==> src/rtl/card_reveal_ctrl.sv <==
// card_reveal_ctrl: turn controller for the 16-card memory-pairs game.
// Accepts card selections, shows the chosen cards, compares each pair,
// locks matches and holds mismatches visible for SHOW_CYCLES before
// flipping them back.
// Optional feature macro: CARD_ATTEMPT_COUNT_EN adds the 8-bit saturating
// `attempts` output, which counts compares since the last reset.
module card_reveal_ctrl #(
  parameter int N_CARDS     = 16,
  parameter int SHOW_CYCLES = 25_000_000
) (
  input  logic                   clk,
  input  logic                   rst,
  input  logic                   sel_valid,
  input  logic [3:0]             sel_idx,
  input  logic [4*N_CARDS-1:0]   board_values,
  output logic [N_CARDS-1:0]     face_up,
  output logic [N_CARDS-1:0]     matched,
  output logic [7:0]             selected1,
  output logic [7:0]             selected2,
  output logic                   par,
  output logic                   match_pulse,
  output logic                   mismatch_pulse,
  output logic                   busy,
  output logic [3:0]             pairs_found,
`ifdef CARD_ATTEMPT_COUNT_EN
  output logic [7:0]             attempts,
`endif
  output logic                   game_done
);

  typedef enum logic [2:0] {
    ST_IDLE = 3'd0,
    ST_ONE  = 3'd1,
    ST_CMP  = 3'd2,
    ST_SHOW = 3'd3,
    ST_DONE = 3'd4
  } state_t;

  // Counter reload: the SHOW state lasts exactly SHOW_CYCLES cycles.
  localparam logic [25:0] SHOW_LOAD = 26'(SHOW_CYCLES - 1);

  state_t               state_q, state_d;
  logic [25:0]          cnt_q, cnt_d;
  logic [N_CARDS-1:0]   face_up_q, face_up_d;
  logic [N_CARDS-1:0]   matched_q, matched_d;
  logic [7:0]           sel1_q, sel1_d;
  logic [7:0]           sel2_q, sel2_d;
  logic                 par_q, par_d;
  logic                 match_pulse_q, match_pulse_d;
  logic                 mismatch_pulse_q, mismatch_pulse_d;
  logic                 busy_q, busy_d;
  logic [3:0]           pairs_q, pairs_d;
  logic                 done_q, done_d;
  logic                 sel_ok;
  logic [3:0]           sym1, sym2;
`ifdef CARD_ATTEMPT_COUNT_EN
  logic [7:0]           attempts_q, attempts_d;
`endif

  // Next-state and next-output computation for the reveal sequence.
  always_comb begin
    state_d          = state_q;
    cnt_d            = cnt_q;
    face_up_d        = face_up_q;
    matched_d        = matched_q;
    sel1_d           = sel1_q;
    sel2_d           = sel2_q;
    par_d            = par_q;
    match_pulse_d    = 1'b0;
    mismatch_pulse_d = 1'b0;
    pairs_d          = pairs_q;
    done_d           = done_q;
`ifdef CARD_ATTEMPT_COUNT_EN
    attempts_d       = attempts_q;
`endif
    // A card can be picked only while it is hidden and not yet locked.
    sel_ok = sel_valid && !face_up_q[sel_idx] && !matched_q[sel_idx];
    sym1   = board_values[{sel1_q[3:0], 2'b00} +: 4];
    sym2   = board_values[{sel2_q[3:0], 2'b00} +: 4];

    case (state_q)
      ST_IDLE: begin
        if (sel_ok) begin
          face_up_d[sel_idx] = 1'b1;
          sel1_d             = {4'h0, sel_idx};
          sel2_d             = 8'hFF;
          state_d            = ST_ONE;
        end else begin
          state_d = ST_IDLE;
        end
      end
      ST_ONE: begin
        if (sel_ok) begin
          face_up_d[sel_idx] = 1'b1;
          sel2_d             = {4'h0, sel_idx};
          state_d            = ST_CMP;
        end else begin
          state_d = ST_ONE;
        end
      end
      ST_CMP: begin
`ifdef CARD_ATTEMPT_COUNT_EN
        if (attempts_q != 8'hFF) begin
          attempts_d = attempts_q + 8'd1;
        end else begin
          attempts_d = attempts_q;
        end
`endif
        if (sym1 == sym2) begin
          matched_d[sel1_q[3:0]] = 1'b1;
          matched_d[sel2_q[3:0]] = 1'b1;
          match_pulse_d          = 1'b1;
          if (pairs_q < 4'd8) begin
            pairs_d = pairs_q + 4'd1;
          end else begin
            pairs_d = pairs_q;
          end
          if (pairs_q == 4'd7) begin
            done_d  = 1'b1;
            state_d = ST_DONE;
          end else begin
            state_d = ST_IDLE;
          end
        end else begin
          mismatch_pulse_d = 1'b1;
          par_d            = 1'b1;
          cnt_d            = SHOW_LOAD;
          state_d          = ST_SHOW;
        end
      end
      ST_SHOW: begin
        if (cnt_q == 26'd0) begin
          face_up_d[sel1_q[3:0]] = 1'b0;
          face_up_d[sel2_q[3:0]] = 1'b0;
          par_d                  = 1'b0;
          state_d                = ST_IDLE;
        end else begin
          cnt_d = cnt_q - 26'd1;
        end
      end
      ST_DONE: begin
        done_d  = 1'b1;
        state_d = ST_DONE;
      end
      default: begin
        state_d = ST_IDLE;
      end
    endcase

    busy_d = (state_d == ST_CMP) || (state_d == ST_SHOW);
  end

  // State and output registers with synchronous reset.
  always_ff @(posedge clk) begin
    if (rst) begin
      state_q          <= ST_IDLE;
      cnt_q            <= 26'd0;
      face_up_q        <= '0;
      matched_q        <= '0;
      sel1_q           <= 8'hFF;
      sel2_q           <= 8'hFF;
      par_q            <= 1'b0;
      match_pulse_q    <= 1'b0;
      mismatch_pulse_q <= 1'b0;
      busy_q           <= 1'b0;
      pairs_q          <= 4'd0;
      done_q           <= 1'b0;
`ifdef CARD_ATTEMPT_COUNT_EN
      attempts_q       <= 8'd0;
`endif
    end else begin
      state_q          <= state_d;
      cnt_q            <= cnt_d;
      face_up_q        <= face_up_d;
      matched_q        <= matched_d;
      sel1_q           <= sel1_d;
      sel2_q           <= sel2_d;
      par_q            <= par_d;
      match_pulse_q    <= match_pulse_d;
      mismatch_pulse_q <= mismatch_pulse_d;
      busy_q           <= busy_d;
      pairs_q          <= pairs_d;
      done_q           <= done_d;
`ifdef CARD_ATTEMPT_COUNT_EN
      attempts_q       <= attempts_d;
`endif
    end
  end

  assign face_up        = face_up_q;
  assign matched        = matched_q;
  assign selected1      = sel1_q;
  assign selected2      = sel2_q;
  assign par            = par_q;
  assign match_pulse    = match_pulse_q;
  assign mismatch_pulse = mismatch_pulse_q;
  assign busy           = busy_q;
  assign pairs_found    = pairs_q;
  assign game_done      = done_q;
`ifdef CARD_ATTEMPT_COUNT_EN
  assign attempts       = attempts_q;
`endif

endmodule
==> config.mk <==
export PLATFORM = sky130hd
export DESIGN_NAME = card_reveal_ctrl
export DESIGN_NICKNAME = d
export VERILOG_FILES = /design/src/rtl/card_reveal_ctrl.sv
export SDC_FILE = /design/constraint.sdc
export NUM_CORES = 1
export LEC_CHECK = 0
export ABC_AREA = 1
export BUFFER_PORTS_ARGS = -buffer_cell sky130_fd_sc_hd__buf_2
export CAP_MARGIN = 25
export CORE_MARGIN = 2
export CORE_UTILIZATION = 29
export DETAILED_ROUTE_END_ITERATION = 10
export HOLD_SLACK_MARGIN = 0.08
export PLACE_DENSITY = 0.45
export SLEW_MARGIN = 0
export SYNTH_ARGS = -nofsm -noshare
export SYNTH_HDL_FRONTEND = slang
export SYNTH_SLANG_ARGS = --single-unit
export TNS_END_PERCENT = 20
==> constraint.sdc <==
create_clock -name clk -period 4.4 [get_ports clk]
set_input_delay 0.88 -clock clk [delete_from_list [all_inputs] [get_ports clk]]
set_output_delay 0.88 -clock clk [all_outputs]
set_load 0.01 [all_outputs]
# Yosys cells after proc, flatten, opt, wreduce, memory -nomap -nowiden

Cells that the tools add are included.

Word-level logic and storage cells: 104
Output and inout port bits: 57
Bits of input ports: 71
Flip-flop bits (word level): 86

Shift operators: 2
Order comparisons: 7
Bitwise operators: 8
Equality and inequality tests: 16
Reductions and logical operators: 24
Multiplexer cells: 33
$add $sub $neg: 2

Operators with widths:

| operator                | number |
|---|---|
| $shiftx A64 B7 Y4       | 2 |
| $mux W26                | 2 |
| $pmux W26 S2            | 1 |
| $or A16 B16 Y16         | 3 |
| $and A16 B16 Y16        | 2 |
| $mux W16                | 2 |
| $not A16 Y16            | 2 |
| $pmux W16 S2            | 1 |
| $logic_not A26 Y1       | 1 |
| $sub A26 B1 Y26 const B | 1 |
| $reduce_and A3 Y1       | 6 |
| $mux W8                 | 2 |
| $pmux W8 S2             | 1 |
| $lt A4 B5 Y1 const B    | 3 |
| $pmux W3 S5             | 1 |
| $ne A2 B2 Y1 const B    | 7 |
| $demux W1 S4            | 3 |
| $eq A3 B2 Y1 const B    | 4 |
| $ge A4 B1 Y1 const B    | 3 |
| $mux W1                 | 12 |
| $mux W3                 | 3 |
| $bmux W1 S4             | 2 |
| $reduce_bool A2 Y1      | 4 |
| $logic_and A1 B1 Y1     | 5 |
| 15 further kinds        | 19 |

# Longest topological paths before layout

Word-level depth: 9
Mapped depth: 19
Gate-level depth less buffers: 17

# Worst setup path before layout

No wires, ideal clock.

Kind: input to register
Start: input sel_idx[1]
End: register sel1_q[0] (netlist: selected1[0])
Required time: 4.277 ns
Stages on the path: 12
Buffers on the path: 0
Setup time: 0.123 ns
Arrival: 2.071 ns
Path slack: 2.206 ns
Cells stage by stage: nand2_1 inv_1 o21ai_0 nand4_1 nand2_1 nand3_1 nor2_1 nand2_1 nor2_1 inv_1 a21oi_1 o21ai_0

Word-level cells in the longest chain between the ends: 6
Elaborated cells between the ends (all ways): 9
Classes of those cells: mux: 4; reduce/logical: 5

RTL lines:

| what                          | line | RTL |
|---|---|---|
| start, declared               | 14   | `input logic [3:0] sel_idx,` |
| $bmux W1 S4                   | 77   | `sel_ok = sel_valid && !face_up_q[sel_idx] && !matched_q[sel_idx];` |
| $mux W1 (implied by the code) | 77   |  |
| $logic_not A1 Y1              | 77   |  |
| $logic_and A1 B1 Y1           | 77   |  |
| $logic_and A1 B1 Y1 *         | 77   |  |
| $reduce_and A2 Y1 (no line) * | n/a  |  |
| end signal, assigned          | 176  | `sel1_q <= sel1_d;` |
| end, declared                 | 46   | `logic [7:0] sel1_q, sel1_d;` |

Mark *: on every way between the ends. The rest lies on a longest branch, timed or not. The select of a mux whose other input is x is not followed.
A chain may end at the register's enable or synchronous reset.

# Worst setup path in the final report

Start: input sel_idx[0]
End: register face_up_q[14] (netlist: face_up[14])

Word-level cells in the longest chain between the ends: 7
Elaborated cells between the ends (all ways): 18
Classes of those cells: order compare: 2; eq/ne: 1; mux: 8; bitwise: 1; reduce/logical: 6

RTL lines:

| what                                                                 | line       | RTL |
|---|---|---|
| $lt A4 B5 Y1 (implied by the code) (tied with other cells)           | 84, 94     |  |
| $logic_and A1 B1 Y1 (implied by the code) or $mux W1 (tied branches) | 84, 94, 77 |  |
| $mux W1 (implied by the code) or $logic_not A1 Y1 (tied branches)    | 84, 94, 77 |  |
| $demux W1 S4 or $logic_and A1 B1 Y1 (tied branches)                  | 84, 94, 77 |  |
| $or A16 B16 Y16 (no line) or $logic_and A1 B1 Y1 (tied branches)     | n/a        |  |
| $mux W16 or $ne A2 B1 Y1 (tied branches)                             | n/a        |  |
| $pmux W16 S2 or $reduce_and A3 Y1 (tied branches)                    | n/a        |  |
| end signal, assigned                                                 | 174        | `face_up_q <= face_up_d;` |
| end, declared                                                        | 44         | `logic [N_CARDS-1:0] face_up_q, face_up_d;` |

Parallel ways exist; a longest one is shown, timed or not. The select of a mux whose other input is x is not followed.

==> run metrics <==
synthesized flop and latch total 80; Worst EP required 4670 ps; Gates resized, CTS repair 0; largest net degree at the start of global routing 50; Yosys top cell area share between 20% and 30%; synthesized netlist net count 1,157; final-layout fill cell count 2,327; First DRT Iteration DRCs between 500 and 600; unique cell type count in the Yosys netlist 33; fin. max-slew vios 0; CP startpoint kind input pin; deepest clock path buffer count 2; row count 52; Final period util roughly two thirds; GRT Util Overall approximately a fifth; WL/cell 14.5 um; Tightest Pin Transition 809 ps; Post-CTS Setup Repair Bufs 0; Commonest cells post-synth nand2_1 (461), inv_1 (116), nor2_1 (105); Syn Area/Cell about 5.5 um2; synthesized cell area 5930 um2; GPL Wtd Cong between 0.8 and 0.9; Final HPWL DP 15,700 um; cts bufs inserted 9; prevailing post-synth register cell dfxtp_1; share of cells above drive strength 1 14.1%; Setup TNS Final 0 ps; Max FO, Critical Path 17; Leakage 3.75 nW; RSZ-0062 raised after global routing no; die height 147 um; clk_skew 9.91 ps; met2 routed WL around 9900 um; DRC Markers 0; Final nets 1,253; Min-Delay Path Class flop to flop; Port Buffer Count 127; # clock sinks 80; status completed; pwr dens 461 nW/um2; vias 6,818; die width ~150 um; Initial Utilization 29.4%; first-pass GRT wire length 33,900 um; count leader, synth nand2_1; WL met1 10,200 um; H-Tree Depth 3; worst vdd ir approximately 250 uV; Crit. End Element flop; core area between 20,000 and 25,000 um2; vias in the first global route 6,387; Max Cap Violations 0; Final Cell Area ~7000 um2; CTS tree done; Pre-antenna DRT Iters 6; Remaining Overflow, GRT 0; die area 21,600 um2; Fmax 0.348 GHz; total routed wirelength 21,100 um; synth warn 0; Hold WS about 450 ps; # IOs about 130; critical path class input pin to flop; area delta synth->final 17.6%; final setup fails 0; clk slew on worst S/H paths 60 ps; worst-skew pair later-pin latency roughly 340 ps; initial antenna violation count 0; hold_buf cts 0; asr flop ratio synth 0%; sequential area share after synthesis 27.0%; Met3 Wirelength 904 um; CP arrival ~3100 ps; placed instance area approximately 6700 um2; antenna cell count 0; Post-synth EDFFs 0; final hold vios 0; Post-Synthesis Cells 1,084; relative slew slack between 40% and 50%; Routed Antenna Nets 0; Vias/cell around 4.7; CTS Root Buffer Type clkbuf_16; Area contributors post-synth nand2_1 (29%), dfxtp_1 (27%), inv_1 (7.3%), nor2_1 (6.6%), nand3_1 (6.6%); area leader, netlist nand2_1; fin util 34.6%; Max Used Layer met4; fin crit period roughly 2900 ps
placed cells by master (no fill, tap or decap), drive strengths merged, types with 8 or more instances in the layout:
master  count
nand2     463
buf       137
inv       125
nor2      106
dfxtp      80
nand3      80
o21ai      58
a21oi      54
nor3       17
o22ai      12
clkbuf     11
nand4       8
stage by stage:
step	setup WS [ps]	std cells	total power, mW
3_5_place_dp	1230	1439	2.48
3_3_place_gp	1230	1439	2.49
2_1_floorplan	2210	1084	2.08
5_1_grt	1230	1455	3.51
6_report	1530	1455	3.21
4_1_cts	1600	1455	3.25
worst paths after layout:
path	startpoint	end	slack, ps	depth (start not counted)
min reg2reg	par$_SDFFE_PP0P_	par$_SDFFE_PP0P_	450	2
max	sel_idx[0]	face_up[14]$_SDFFE_PP0P_	1530	12
min	par$_SDFFE_PP0P_	par$_SDFFE_PP0P_	450	2
max reg2reg	selected1[0]$_SDFFE_PP1N_	matched[10]$_SDFFE_PP0P_	1590	17
power by group:
part           leakage, nW  internal, mW  switching [mW]
clock                0.132         0.439           0.307
combinational         2.97         0.497            1.07
sequential           0.649         0.814          0.0880
state kept, by name (all words and copies together) (netlist names), 3 cells and up:
signal	count
face_up	16
selected1	5
matched	16
pairs_found	4
cnt_q	26
selected2	5
state_q	3
worst max-delay path, stage by stage:
cell	delay (ps)
buf_2	130
nor2_1	440
o21ai_0	250
nand4_1	150
nand2_1	60
nand3_1	90
nor2_1	60
nand2_1	140
nand2_1	360
nand2_1	360
nand2_1	80
a21oi_1	140
logic make-up after synthesis:
group                    Yosys count  synth area share, %
AO/OA/AOI/OAI                    139                 12.6
XOR/XNOR                           6                0.886
adder cells (fa/ha/maj)            2                0.422
buffers and inverters            178                 13.0
flip-flops                        80                 27.0
AND/OR/NAND/NOR                  679                 46.0
cell type report:
type	instances	area, um2	area share [%]
clock buffer	11	233	3.34
clock inverter	5	57.6	0.825
inverter	126	473	6.78
multi-input combinational	826	3560	51.0
sequential	80	1600	23.0
tap	270	338	4.84
timing repair buffer	137	711	10.2
layer usage:
layer	GRT usage, %	vias to the layer above
met3	3.07	12
met5	0	-
met4	2.93	0
met1	26.7	3081
met2	33.2	142
li1	-	3583
Note: power is estimated with default switching activity, not from simulation.
